<file path="config.mk">
export PLATFORM = sky130hd
export DESIGN_NAME = lvds_rx_frame_align
export DESIGN_NICKNAME = d
export VERILOG_FILES = /design/src/rtl/lvds_rx_frame_align.sv
export SDC_FILE = /design/constraint.sdc
export NUM_CORES = 1
export LEC_CHECK = 0
export BUFFER_PORTS_ARGS = -buffer_cell sky130_fd_sc_hd__buf_4
export CORE_MARGIN = 2
export CORE_UTILIZATION = 30
export DETAILED_ROUTE_END_ITERATION = 7
export GPL_ROUTABILITY_DRIVEN = 0
export PLACE_DENSITY = 0.57
export REMOVE_ABC_BUFFERS = 1
export SKIP_CTS_REPAIR_TIMING = 1
export SLEW_MARGIN = 20
export SYNTH_ARGS = -nofsm -noshare
export SYNTH_HDL_FRONTEND = slang
export SYNTH_SLANG_ARGS = --single-unit
</file>
<file path="constraint.sdc">
create_clock -name rx_clk -period 2.5 [get_ports rx_clk]
set_input_delay 0.125 -clock rx_clk [delete_from_list [all_inputs] [get_ports rx_clk]]
set_output_delay 0.125 -clock rx_clk [all_outputs]
set_load 0.05 [all_outputs]
</file>
<file path="src/rtl/lvds_rx_frame_align.sv">
// rtl/lvds_rx_frame_align.sv - frame-clock word alignment FSM for a 9-channel x6 LVDS deserializer
//
// Purpose: watches the deserialized frame-clock channel (rx_data[53:48]) and
// pulses rx_data_align until it equals FRAME_PATTERN, then declares lock,
// forwards the 48 data bits with a valid flag, counts frame errors while
// locked, and returns to alignment after LOSS_COUNT consecutive mismatches.
//
// Ports:
//   rx_clk        in   deserializer rx_outclock, all logic on rising edge
//   reset_n       in   asynchronous active-low reset (released synchronously)
//   rx_locked     in   deserializer PLL lock
//   rx_data       in   54-bit deserializer word, channel c at [6c+5:6c]
//   rx_data_align out  registered slip request to the deserializer
//   data_out      out  rx_data[47:0] delayed by one cycle
//   data_valid    out  data_out came from a locked, pattern-matching frame
//   align_locked  out  high while in LOCKED
//   slip_cnt      out  slips since last entry to CHECK_ALIGN from IDLE (0..5)
//   align_fail    out  sticky, set when six slips pass without a lock
//   err_cnt       out  saturating count of mismatching frames while locked

module lvds_rx_frame_align #(
  parameter logic [5:0] FRAME_PATTERN = 6'b111000,
  parameter int         MATCH_COUNT   = 16,
  parameter int         ALIGN_PULSE   = 2,
  parameter int         HOLDOFF       = 4,
  parameter int         LOSS_COUNT    = 4
) (
  input  logic        rx_clk,
  input  logic        reset_n,
  input  logic        rx_locked,
  input  logic [53:0] rx_data,
  output logic        rx_data_align,
  output logic [47:0] data_out,
  output logic        data_valid,
  output logic        align_locked,
  output logic [2:0]  slip_cnt,
  output logic        align_fail,
  output logic [15:0] err_cnt
);

  localparam int PW = (ALIGN_PULSE > 1) ? $clog2(ALIGN_PULSE) : 1;
  localparam int HW = (HOLDOFF > 1) ? $clog2(HOLDOFF) : 1;
  localparam int LW = (LOSS_COUNT > 1) ? $clog2(LOSS_COUNT) : 1;

  typedef enum logic [2:0] {
    S_IDLE,
    S_CHECK,
    S_SLIP,
    S_HOLD,
    S_LOCKED
  } state_t;

  state_t        state, state_n;
  logic [7:0]    match_cnt, match_cnt_n;
  logic [PW-1:0] pulse_cnt, pulse_cnt_n;
  logic [HW-1:0] hold_cnt, hold_cnt_n;
  logic [LW-1:0] loss_cnt, loss_cnt_n;
  logic [2:0]    slip_cnt_n;
  logic          align_fail_n;
  logic [15:0]   err_cnt_n;
  logic          match;

  // Reset asserts immediately but releases two edges later, so no flop sees
  // reset_n deassert close to an rx_clk edge.
  logic [1:0] rst_sync;
  logic       rst_int_n;

  always_ff @(posedge rx_clk or negedge reset_n) begin
    if (!reset_n) rst_sync <= 2'b00;
    else          rst_sync <= {rst_sync[0], 1'b1};
  end

  assign rst_int_n = rst_sync[1];

  assign match        = (rx_data[53:48] == FRAME_PATTERN);
  assign align_locked = (state == S_LOCKED);

  always_comb begin
    state_n      = state;
    match_cnt_n  = match_cnt;
    pulse_cnt_n  = pulse_cnt;
    hold_cnt_n   = hold_cnt;
    loss_cnt_n   = loss_cnt;
    slip_cnt_n   = slip_cnt;
    align_fail_n = align_fail;
    err_cnt_n    = err_cnt;

    if (!rx_locked) begin
      // Loss of PLL lock overrides everything; history counters are kept.
      state_n     = S_IDLE;
      match_cnt_n = '0;
      pulse_cnt_n = '0;
      hold_cnt_n  = '0;
      loss_cnt_n  = '0;
    end else begin
      case (state)
        S_IDLE: begin
          state_n     = S_CHECK;
          match_cnt_n = '0;
          slip_cnt_n  = '0;
        end
        S_CHECK: begin
          if (match) begin
            if (match_cnt == 8'(MATCH_COUNT - 1)) begin
              state_n     = S_LOCKED;
              match_cnt_n = '0;
              loss_cnt_n  = '0;
            end else begin
              match_cnt_n = match_cnt + 8'd1;
            end
          end else begin
            state_n     = S_SLIP;
            match_cnt_n = '0;
            pulse_cnt_n = '0;
            // Six slips cover every rotation of a 6-bit word; a seventh
            // attempt means the pattern cannot be found, but keep trying.
            if (slip_cnt == 3'd5) begin
              slip_cnt_n   = '0;
              align_fail_n = 1'b1;
            end else begin
              slip_cnt_n = slip_cnt + 3'd1;
            end
          end
        end
        S_SLIP: begin
          if (pulse_cnt == PW'(ALIGN_PULSE - 1)) begin
            state_n    = S_HOLD;
            hold_cnt_n = '0;
          end else begin
            pulse_cnt_n = pulse_cnt + PW'(1);
          end
        end
        S_HOLD: begin
          // Let the deserializer settle after a slip before judging the word.
          if (hold_cnt == HW'(HOLDOFF - 1)) begin
            state_n     = S_CHECK;
            match_cnt_n = '0;
          end else begin
            hold_cnt_n = hold_cnt + HW'(1);
          end
        end
        S_LOCKED: begin
          if (match) begin
            loss_cnt_n = '0;
          end else begin
            if (err_cnt != 16'hFFFF) err_cnt_n = err_cnt + 16'd1;
            if (loss_cnt == LW'(LOSS_COUNT - 1)) begin
              state_n     = S_CHECK;
              match_cnt_n = '0;
              loss_cnt_n  = '0;
            end else begin
              loss_cnt_n = loss_cnt + LW'(1);
            end
          end
        end
        default: state_n = S_IDLE;
      endcase
    end
  end

  always_ff @(posedge rx_clk or negedge rst_int_n) begin
    if (!rst_int_n) begin
      state         <= S_IDLE;
      match_cnt     <= '0;
      pulse_cnt     <= '0;
      hold_cnt      <= '0;
      loss_cnt      <= '0;
      slip_cnt      <= '0;
      align_fail    <= 1'b0;
      err_cnt       <= '0;
      rx_data_align <= 1'b0;
      data_out      <= '0;
      data_valid    <= 1'b0;
    end else begin
      state         <= state_n;
      match_cnt     <= match_cnt_n;
      pulse_cnt     <= pulse_cnt_n;
      hold_cnt      <= hold_cnt_n;
      loss_cnt      <= loss_cnt_n;
      slip_cnt      <= slip_cnt_n;
      align_fail    <= align_fail_n;
      err_cnt       <= err_cnt_n;
      // Driven straight from a flop so the deserializer never sees a glitch.
      rx_data_align <= (state_n == S_SLIP);
      data_out      <= rx_data[47:0];
      data_valid    <= (state == S_LOCKED) && match;
    end
  end

endmodule

</file>
==> results of run 1 <==
## synthesized netlist by cell type, drive strengths merged
master | count | area [sq um]
mux2 | 2 | 22.5
conb | 1 | 3.75
clkbuf | 3 | 12.5
inv | 3 | 11.3
a22oi | 2 | 15.0
nor3b | 2 | 15.0
a21boi | 3 | 22.5
nor4b | 2 | 38.8
o2bb2ai | 2 | 17.5
a21o | 2 | 15.0
nor2 | 12 | 47.6
or3b | 1 | 11.3
o21bai | 1 | 7.51
dfrtp | 88 | 2200
a31o | 1 | 8.76
a31oi | 3 | 18.8
nand4 | 9 | 56.3
xnor2 | 15 | 131
nand3 | 10 | 60.1
buf | 5 | 27.5
ha | 4 | 50.1
and2 | 4 | 25.0
or2 | 1 | 6.26
nor4 | 2 | 18.8
nor3 | 5 | 25.0
o221a | 1 | 11.3
a211o | 4 | 35.0
a21oi | 7 | 38.8
and4 | 2 | 17.5
o2111a | 1 | 11.3
xor2 | 1 | 8.76
nand3b | 2 | 15.0
nand2b | 1 | 6.26
nor2b | 5 | 31.3
a32o | 1 | 10.0
and3 | 10 | 67.6
a22o | 2 | 17.5
nand2 | 15 | 58.8
o21ai | 6 | 30.0
a32oi | 2 | 17.5
## metrics by stage
stage               util [%]  area, sq um
floorplan                  -         3210
detailed placement      41.8         4350
CTS                     43.5         4530
finish                  48.2         5020
global placement        41.8         4350
global route            48.2         5020
## report_power, final
group	switching [W]	total, W	internal, W
clock	0.000537	0.000913	0.000376
sequential	0.0000537	0.00154	0.00149
combinational	0.000334	0.000558	0.000224
total	0.000925	0.00301	0.00209
## final cells by class
type                       count  area [sq um]  share of cell area, %
clock buffer                  10           128                   2.54
clock inverter                 6          52.6                   1.05
inverter                       3          11.3                  0.224
multi-input combinational    144           993                   19.8
sequential                    88          2210                   43.9
tap                          136           170                   3.39
timing repair buffer         177          1460                   29.1
## state kept, by name, summed over array words and instances, names as in the netlist
signal         flops
align_fail         1
data_valid         1
loss_cnt           2
data_out          48
rx_data_align      1
pulse_cnt          1
match_cnt          8
err_cnt           16
slip_cnt           3
hold_cnt           2
state              3
rst_sync           2
## logic make-up (layout without fill, tap and decap cells)
logic type / after synthesis / count (layout) / share of synthesized area, %
other cells: 1 / 1 / 0.115
fa+ha+maj: 4 / 4 / 1.54
mux: 2 / 2 / 0.694
buf+inv: 11 / 196 / 1.58
simple gates: 83 / 83 / 15.4
compound gates: 38 / 38 / 8.52
flops: 88 / 88 / 67.8
xor+xnor: 16 / 16 / 4.32
## layout by cell type (no fill, tap or decap), types with 6 or more instances in the layout
| cell | n |
|---|---|
| a21oi_1 | 6 |
| clkbuf_8 | 9 |
| nor2_1 | 11 |
| and3_1 | 9 |
| nand2_1 | 14 |
| xnor2_1 | 15 |
| nand3_1 | 8 |
| o21ai_0 | 6 |
| dfrtp_1 | 87 |
| nand4_1 | 9 |
| buf_4 | 127 |
| dlygate4sd3_1 | 49 |
## how the worst max path moves through the flow
stage                           from                      end  slack [ns]  cells past startpoint
3_3_place_gp      state[1]$_DFF_PN0_   err_cnt[1]$_DFFE_PN0P_        0.68                      5
6_report          state[1]$_DFF_PN0_   err_cnt[1]$_DFFE_PN0P_        0.62                      5
4_1_cts           state[1]$_DFF_PN0_   err_cnt[1]$_DFFE_PN0P_        0.63                      5
3_5_place_dp      state[0]$_DFF_PN0_   err_cnt[1]$_DFFE_PN0P_        0.63                      5
2_1_floorplan  rst_sync[1]$_DFF_PN0_   align_fail$_DFFE_PN0P_       -0.13                      0
5_1_grt           state[1]$_DFF_PN0_  err_cnt[13]$_DFFE_PN0P_        0.44                      6
## metal layers
metal / share of wire (%) / vias to the layer above
li1: - / 1225
met1: 41 / 1181
met2: 46 / 98
met3: 12 / 8
met4: 1.4 / 0
met5: 0 / -
==> metrics.txt, run 1 <==
Yosys cell types=between 40 and 50; R2R Path Start=state[1]$_DFF_PN0_; RSZ-0062 raised after global routing=no; die height=108 microns; CTS Buf Count=9; CP top delay family=flip-flops; buffer depth of the longest clock path=2; CP max stage cell=dfrtp_1; critical path type=reg2reg; synthesis warning total=0; H-tree levels=3; dpl ws=about 0.63 ns; P_leak=2.41 nW; die area=11700 sq um; Clock transition at path regs=roughly 0.10 ns; Non-Filler Instances=564; Pwr Total=0.00301 W; Std-Cell Rows=37; I/O Buffers=about 130; total negative slack=0 ns; Max-Cap Viols=0; status=finished, final reports clean; vias in the first global route=2446; via count=2512; synthesized flop and latch total=88; crit path DAT=approximately 2.1 ns; GR peak layer=met2; crit-path max cell delay=~0.50 ns; type of destination of the critical path=register; Synth Cell Area=3250 sq um; met2 global-route usage=between 10% and 20%; Via density=approximately 4.5; initial antenna violation count=0; Filler Cell Count=913; clock skew=~0.012 ns; CTS tree=built; Num Clock Sinks=88; fin crit period=between 1.5 and 2 ns; Global Route Usage Sum=13.2%; post-synthesis sequential area ratio=67.8%; area grow syn2layout=54.8%; Worst Reg2Reg Path Length in Cells=5; wirelength, routed=approximately 8100 microns; R2R Path End=err_cnt[1]$_DFFE_PN0P_; startpoint type of the worst setup path=register; Initial Util=31.2%; flop2flop setup slack=0.62 ns; pin count of the biggest net entering global routing=55; first-pass GRT wire length=about 12000 microns; worst-path fanout max=11; Final nets=approximately 480; mean post-synth cell area=13.4 sq um; Congestion Overflow GR=0; Cells after Synth=243; IO Pins=between 100 and 150; hold_ws=between 0.08 and 0.09 ns; final hold vios=0; GRT met1 Usage=16.0%; required time worst endpoint=2.75 ns; dpl cells=499; DRC violations left=0; min-delay worst type=in2async; crit path cell chain=nor2_2, nand2_2, inv_1, o2111a_1, mux2_2; FMAX=~530 MHz; DRT Pass-1 Iters=4; CORE AREA=10400 sq um; Max VDD drop=~0.4 mV; Worst-Skew Late Latency=0.35 ns; pwr/cell area=599 nW/um^2; # diodes=0; initial DRC count=91; Chip Width=108 microns; Final ANT Viol Nets=0; Avg WL per Cell=14.3 microns; clk root buf=clkbuf_8; Detail Placement HPWL=5330 microns; Final Worst Setup Slack=0.622 ns; share of layout cells above drive strength 1=37.1%; Worst Path Buf+Inv=1; Final period util=75.1%; final max-slew violation count=0; GR Layer Usage met3=under 10%; Final Setup Violations=0
Power figures use the tool's default switching activity.
==> run 2, diff against run 1 <==
--- a/config.mk
+++ b/config.mk
@@ -10,7 +10,7 @@
 export CORE_UTILIZATION = 30
 export DETAILED_ROUTE_END_ITERATION = 7
 export GPL_ROUTABILITY_DRIVEN = 0
-export PLACE_DENSITY = 0.57
+export PLACE_DENSITY = 0.55
 export REMOVE_ABC_BUFFERS = 1
 export SKIP_CTS_REPAIR_TIMING = 1
 export SLEW_MARGIN = 20
==> constraint.sdc (replaced) <==
create_clock -name rx_clk -period 1.9 [get_ports rx_clk]
set_input_delay 0.095 -clock rx_clk [delete_from_list [all_inputs] [get_ports rx_clk]]
set_output_delay 0.095 -clock rx_clk [all_outputs]
set_load 0.05 [all_outputs]
==> run 2 against run 1 <==
  * Combinational power is 36% higher
  * Fmax is 6.0% higher
  * Sequential share of layout area is 1.3 points lower
  * Routed wire length is 3.0% higher
  * Count of clock-buffer cells in the layout stayed put
  * Via count is 3.7% higher
  * Critical path depth stayed put
  * Hold slack worse by 0.026 ns
  * Critical path type unchanged
  * Critical endpoint is now match_cnt[7]$_DFFE_PN0P_
  * Largest cell class unchanged
  * Largest power group unchanged
==> metrics.txt, run 2 (synthesis gave the netlist of run 1 again) <==
startpoint type of the worst setup path=register; fin crit period=1.77 ns (-0.106 ns); Final nets=495 (+2.3%); P_int=0.00315 W (+51%); RSZ-0062 raised after global routing=no; R2R Path Start=match_cnt[5]$_DFFE_PN0P_; final hold vios=0 (unchanged); DRT Pass-1 Iters=4 (unchanged); Via density=4.53 (+1.7%); Detail Placement HPWL=5700 microns (+6.9%); Final Setup Violations=0 (unchanged); Pwr Total=0.00436 W (+45%); DRC violations left=0 (unchanged); Max-Cap Viols=0 (unchanged); Final Worst Setup Slack=0.128 ns (-0.494 ns); Avg WL per Cell=14.5 microns (+1.1%); Std-Cell Rows=37 (unchanged); type of destination of the critical path=register; die area=11700 sq um (unchanged); buffer depth of the longest clock path=2 (unchanged); Sequential Power Share=46.4% (-4.8 points); Num Clock Sinks=88 (unchanged); first-pass GRT wire length=12400 microns (+5.2%); CORE AREA=10400 sq um (unchanged); # diodes=0 (unchanged); clock skew=0.00450 ns (-0.00764 ns); Final period util=93.3% (+18 points); initial antenna violation count=0 (unchanged); switching share of power=27.7% (-3.0 points); pin count of the biggest net entering global routing=45 (-18%); Worst-Skew Late Latency=0.35 ns (about the same); dpl ws=0.120 ns (-0.513 ns); H-tree levels=3 (unchanged); Comb power frac=17.4% (-1.1 points); FMAX=564 MHz (+6.0%); CTS Buf Count=9 (unchanged); Initial Util=31.2% (unchanged); worst-path fanout max=6 (-5); CTS tree=built; critical path type=reg2reg; most frequent cells in the layout=buf_4 (138), dfrtp_1 (85), dlygate4sd3_1 (49), xnor2_1 (15), nand2_1 (14); Largest register FFs=48 (unchanged); status=finished, final reports clean; switching power=0.00121 W (+31%); I/O Buffers=127 (unchanged); crit path DAT=2.01 ns (-0.11 ns); die height=108 microns (unchanged); slew margin rel.=60.8%; share of layout cells above drive strength 1=40.1% (+2.9 points); final max-slew violation count=0 (unchanged); Clock transition at path regs=0.09 ns (about the same); IO Pins=128 (unchanged); via count=2604 (+3.7%); area grow syn2layout=59.5%; Global Route Usage Sum=13.7% (+0.53 points); vias in the first global route=2582 (+5.6%); biggest regs=data_out: 48 flops, err_cnt: 16 flops, match_cnt: 8 flops; Worst Reg2Reg Path Length in Cells=5 (unchanged); required time worst endpoint=2.14 ns (-0.61 ns); total negative slack=0 ns (unchanged); Chip Width=108 microns (unchanged); Worst-Margin Slew=0.589 ns; Final ANT Viol Nets=0 (unchanged); wirelength, routed=8320 microns (+3.0%); commonest non-fill, non-tap cell in the layout=buf_4; clock group share of total power=36.2% (+5.9 points); initial DRC count=91 (unchanged); Congestion Overflow GR=0 (unchanged); min-delay worst type=in2async; flop2flop setup slack=0.13 ns (-0.49 ns); Reg with most FFs=data_out; pwr/cell area=842 nW/um^2 (+41%); Max VDD drop=0.706 mV (+78%); R2R Path End=match_cnt[7]$_DFFE_PN0P_; P_leak=2.49 nW (+3.4%); clk root buf=clkbuf_8
[run 2: cell count changes in the layout (fill, tap and decap cells not counted), sizes merged]
cell / change
buf: +11
clkinvlp: -1
clkinv: -2
bufinv: +3
[run 2: worst max path at each step]
stage | slack (ns) | endpoint | startpoint | cells after the start
6_report | 0.13 | match_cnt[7]$_DFFE_PN0P_ | match_cnt[5]$_DFFE_PN0P_ | 5
5_1_grt | 0.01 | match_cnt[5]$_DFFE_PN0P_ | match_cnt[5]$_DFFE_PN0P_ | 5
4_1_cts | 0.1 | match_cnt[0]$_DFFE_PN0P_ | hold_cnt[0]$_DFFE_PN0P_ | 6
3_5_place_dp | 0.12 | match_cnt[2]$_DFFE_PN0P_ | rx_data[49] | 6
3_3_place_gp | 0.17 | err_cnt[1]$_DFFE_PN0P_ | err_cnt[0]$_DFFE_PN0P_ | 4
2_1_floorplan | -0.73 | align_fail$_DFFE_PN0P_ | rst_sync[1]$_DFF_PN0_ | 0
[run 2: per-stage QoR]
| step | hold slack, ns | utilization, % | instances | instance area [sq um] |
|---|---|---|---|---|
| after floorplan | -0.201 | - | 235 | 3210 |
| after global placement | -0.122 | 42.6 | 510 | 4440 |
| after detailed placement | -0.120 | 42.6 | 510 | 4440 |
| after CTS | -0.521 | 44.9 | 526 | 4680 |
| after global routing | 0.0412 | 49.7 | 575 | 5180 |
| final | 0.0622 | 49.7 | 575 | 5180 |
[run 2: layout make-up]
class | instances | area [sq um]
clock buffers | 10 | 128
clock inverters | 6 | 115
fillers | 883 | 5240
inverters | 3 | 11.3
multi-input cells | 144 | 1000
flip-flops and latches | 88 | 2210
well taps | 136 | 170
repair buffers | 188 | 1550
[run 2: worst max-delay path, cell delays in order (launching register included)]
cell and delay, ns:
dfrtp_1 0.44, nor4_2 0.41, a21oi_2 0.16, and3_4 0.23
and3_1 0.16, a211o_1 0.26
[run 2: metal layers]
| layer | global-route usage (%) | vias up | routed length (microns) |
|---|---|---|---|
| li1 | - | 1237 | - |
| met1 | 16.3 | 1259 | 3470 |
| met2 | 20.9 | 102 | 3840 |
| met3 | 7.72 | 6 | 938 |
| met4 | 4.95 | 0 | 63 |
| met5 | 0 | - | 0 |
[run 2: power by group through the flow]
stage | Sequential, W | Combinational (W) | Clock (W)
finish | 0.00202 | 0.000761 | 0.00158
global route | 0.00204 | 0.000814 | 0.00170
CTS | 0.00202 | 0.000684 | 0.00161
detailed placement | 0.00206 | 0.000683 | 0
global placement | 0.00206 | 0.000681 | 0
floorplan | 0.00233 | 0.000112 | 0
==> run 3, diff against run 2 <==
--- a/config.mk
+++ b/config.mk
@@ -12,6 +12,7 @@
 export GPL_ROUTABILITY_DRIVEN = 0
 export PLACE_DENSITY = 0.55
 export REMOVE_ABC_BUFFERS = 1
+export SETUP_SLACK_MARGIN = 0.3
 export SKIP_CTS_REPAIR_TIMING = 1
 export SLEW_MARGIN = 20
 export SYNTH_ARGS = -nofsm -noshare
==> run 3 against run 2 <==
  * Sequential share of layout area fell by 0.78 points
  * Clock power barely moved
  * Largest cell class unchanged
  * Global-route usage did not move
  * Die area did not move
  * Flip-flop and latch count did not move
  * Critical path type unchanged
  * Routed wire length rose by 1.6%
  * Via count rose by 1.9%
  * Critical endpoint is now err_cnt[6]$_DFFE_PN0P_
  * Count of clock-buffer cells in the layout did not move
  * First-iteration DRC count rose by 12%
  * Cell area rose by 1.9%
==> metrics.txt, run 3 (synthesis gave the netlist of run 1 again) <==
status=finished, final reports clean; area grow syn2layout=62.5%; CP max stage cell=dfrtp_1; initial antenna violation count=0 (unchanged); Worst Path Buf+Inv=2 (+2); CP dominant cell by count=buf_4; crit path cell chain=ha_2, nand4_1, buf_4, nor4b_4, buf_4, nand2_2, xnor2_1; Initial Util=31.2% (unchanged); Worst-Margin Slew=0.589 ns (-0.00000936 ns); Num Clock Sinks=88 (unchanged); die area=11700 sq um (unchanged); CORE AREA=10400 sq um (unchanged); commonest non-fill, non-tap cell in the layout=buf_4; final max-slew violation count=0 (unchanged); clock skew=0.00473 ns (+0.000233 ns); RSZ-0062 raised after global routing=yes; Final nets=503 (+1.6%); crit-path max cell delay=0.42 ns (-0.02 ns); Final ANT Viol Nets=0 (unchanged); CP top delay family=simple AND/OR/NAND/NOR gates; DRC violations left=0 (unchanged); final hold vios=0 (unchanged); slew margin rel.=60.8% (about the same); Reg with most FFs=data_out; FMAX=580 MHz (+2.7%); Clock transition at path regs=0.09 ns (about the same); pwr/cell area=831 nW/um^2 (-1.3%); Max VDD drop=0.708 mV (+0.23%); CTS Buf Count=9 (unchanged); die height=108 microns (unchanged); via count=2653 (+1.9%); type of destination of the critical path=register; Worst-Skew Late Latency=0.36 ns (about the same); wirelength, routed=8450 microns (+1.6%); Congestion Overflow GR=0 (unchanged); initial DRC count=102 (+12%); DRT Pass-1 Iters=4 (unchanged); share of layout cells above drive strength 1=42.3% (+2.2 points); fin crit period=1.73 ns (-0.0469 ns); buffer depth of the longest clock path=2 (unchanged); H-tree levels=3 (unchanged); first-pass GRT wire length=12400 microns (unchanged); # diodes=0 (unchanged); Max-Cap Viols=0 (unchanged); IO Pins=128 (unchanged); critical path type=reg2reg; min-delay worst type=in2async; clk root buf=clkbuf_8; startpoint type of the worst setup path=register; worst-path fanout max=5 (-1); I/O Buffers=127 (unchanged); total negative slack=0 ns (unchanged); most frequent cells in the layout=buf_4 (146), dfrtp_1 (85), dlygate4sd3_1 (49), xnor2_1 (15), nand2_1 (12); crit path DAT=1.98 ns (-0.03 ns); Chip Width=108 microns (unchanged); Largest register FFs=48 (unchanged); required time worst endpoint=2.15 ns (about the same); Avg WL per Cell=14.5 microns (+0.17%); Final Setup Violations=0 (unchanged); Detail Placement HPWL=5700 microns (unchanged); Final period util=90.8% (-2.5 points); CTS tree=built; Via density=4.55 (+0.48%); biggest regs=data_out: 48 flops, err_cnt: 16 flops, match_cnt: 8 flops; pin count of the biggest net entering global routing=45 (unchanged); Global Route Usage Sum=13.7% (unchanged); P_leak=2.54 nW (+2.1%); Std-Cell Rows=37 (unchanged); hold_ws=0.0551 ns (-0.00714 ns); vias in the first global route=2582 (unchanged)
run 3: through the flow:
step	cell area (sq um)	worst slack, ns	power [W]	cells	util (%)
5_1_grt	5280	0.0469	0.00457	583	50.6
4_1_cts	4680	0.0960	0.00432	526	44.9
3_3_place_gp	4440	0.167	0.00274	510	42.6
2_1_floorplan	3210	-0.733	0.00244	235	-
6_report	5280	0.175	0.00438	583	50.6
3_5_place_dp	4440	0.120	0.00274	510	42.6
run 3: worst paths after layout:
path	start	endpoint	slack, ns	cells past startpoint
max	err_cnt[1]$_DFFE_PN0P_	err_cnt[6]$_DFFE_PN0P_	0.17	7
max reg2reg	err_cnt[1]$_DFFE_PN0P_	err_cnt[6]$_DFFE_PN0P_	0.17	7
min reg2reg	rst_sync[1]$_DFF_PN0_	match_cnt[4]$_DFFE_PN0P_	0.35	0
max in group asynchronous	rst_sync[1]$_DFF_PN0_	err_cnt[0]$_DFFE_PN0P_	0.98	1
min	reset_n	rst_sync[1]$_DFF_PN0_	0.06	2
min in group rx_clk	rx_locked	pulse_cnt$_DFFE_PN0P_	0.06	3
run 3: worst register-to-register path: cells and delay by family (launching register included):
kind | cells | cell delay (ns)
DFF | 1 | 0.42
and+or+nand+nor | 3 | 0.52
buffers and inverters | 2 | 0.34
xor gates and xnor gates | 1 | 0.12
adders and majority gates | 1 | 0.22
run 3: layer usage:
layer  part of all wire (%)  wire length, microns  vias up  global-route usage, %
li1                       -                     -     1256                      -
met1                     42                  3530     1282                   16.3
met2                     46                  3880      105                   20.9
met3                     11                   932       10                   7.72
met4                    1.2                    98        0                   4.95
met5                      0                     0        -                      0
run 3: cell type report:
type | instances | area [sq um]
Inverter | 3 | 11.3
Clock inverter | 6 | 115
Tap cell | 136 | 170
Fill cell | 880 | 5140
Multi-Input combinational cell | 144 | 1040
Timing Repair Buffer | 196 | 1610
Clock buffer | 10 | 128
Sequential cell | 88 | 2210
run 3: report_power, final:
group          switching [W]  internal [W]
clock network       0.000701      0.000884
logic               0.000454      0.000322
registers          0.0000660       0.00196
total                0.00122       0.00316
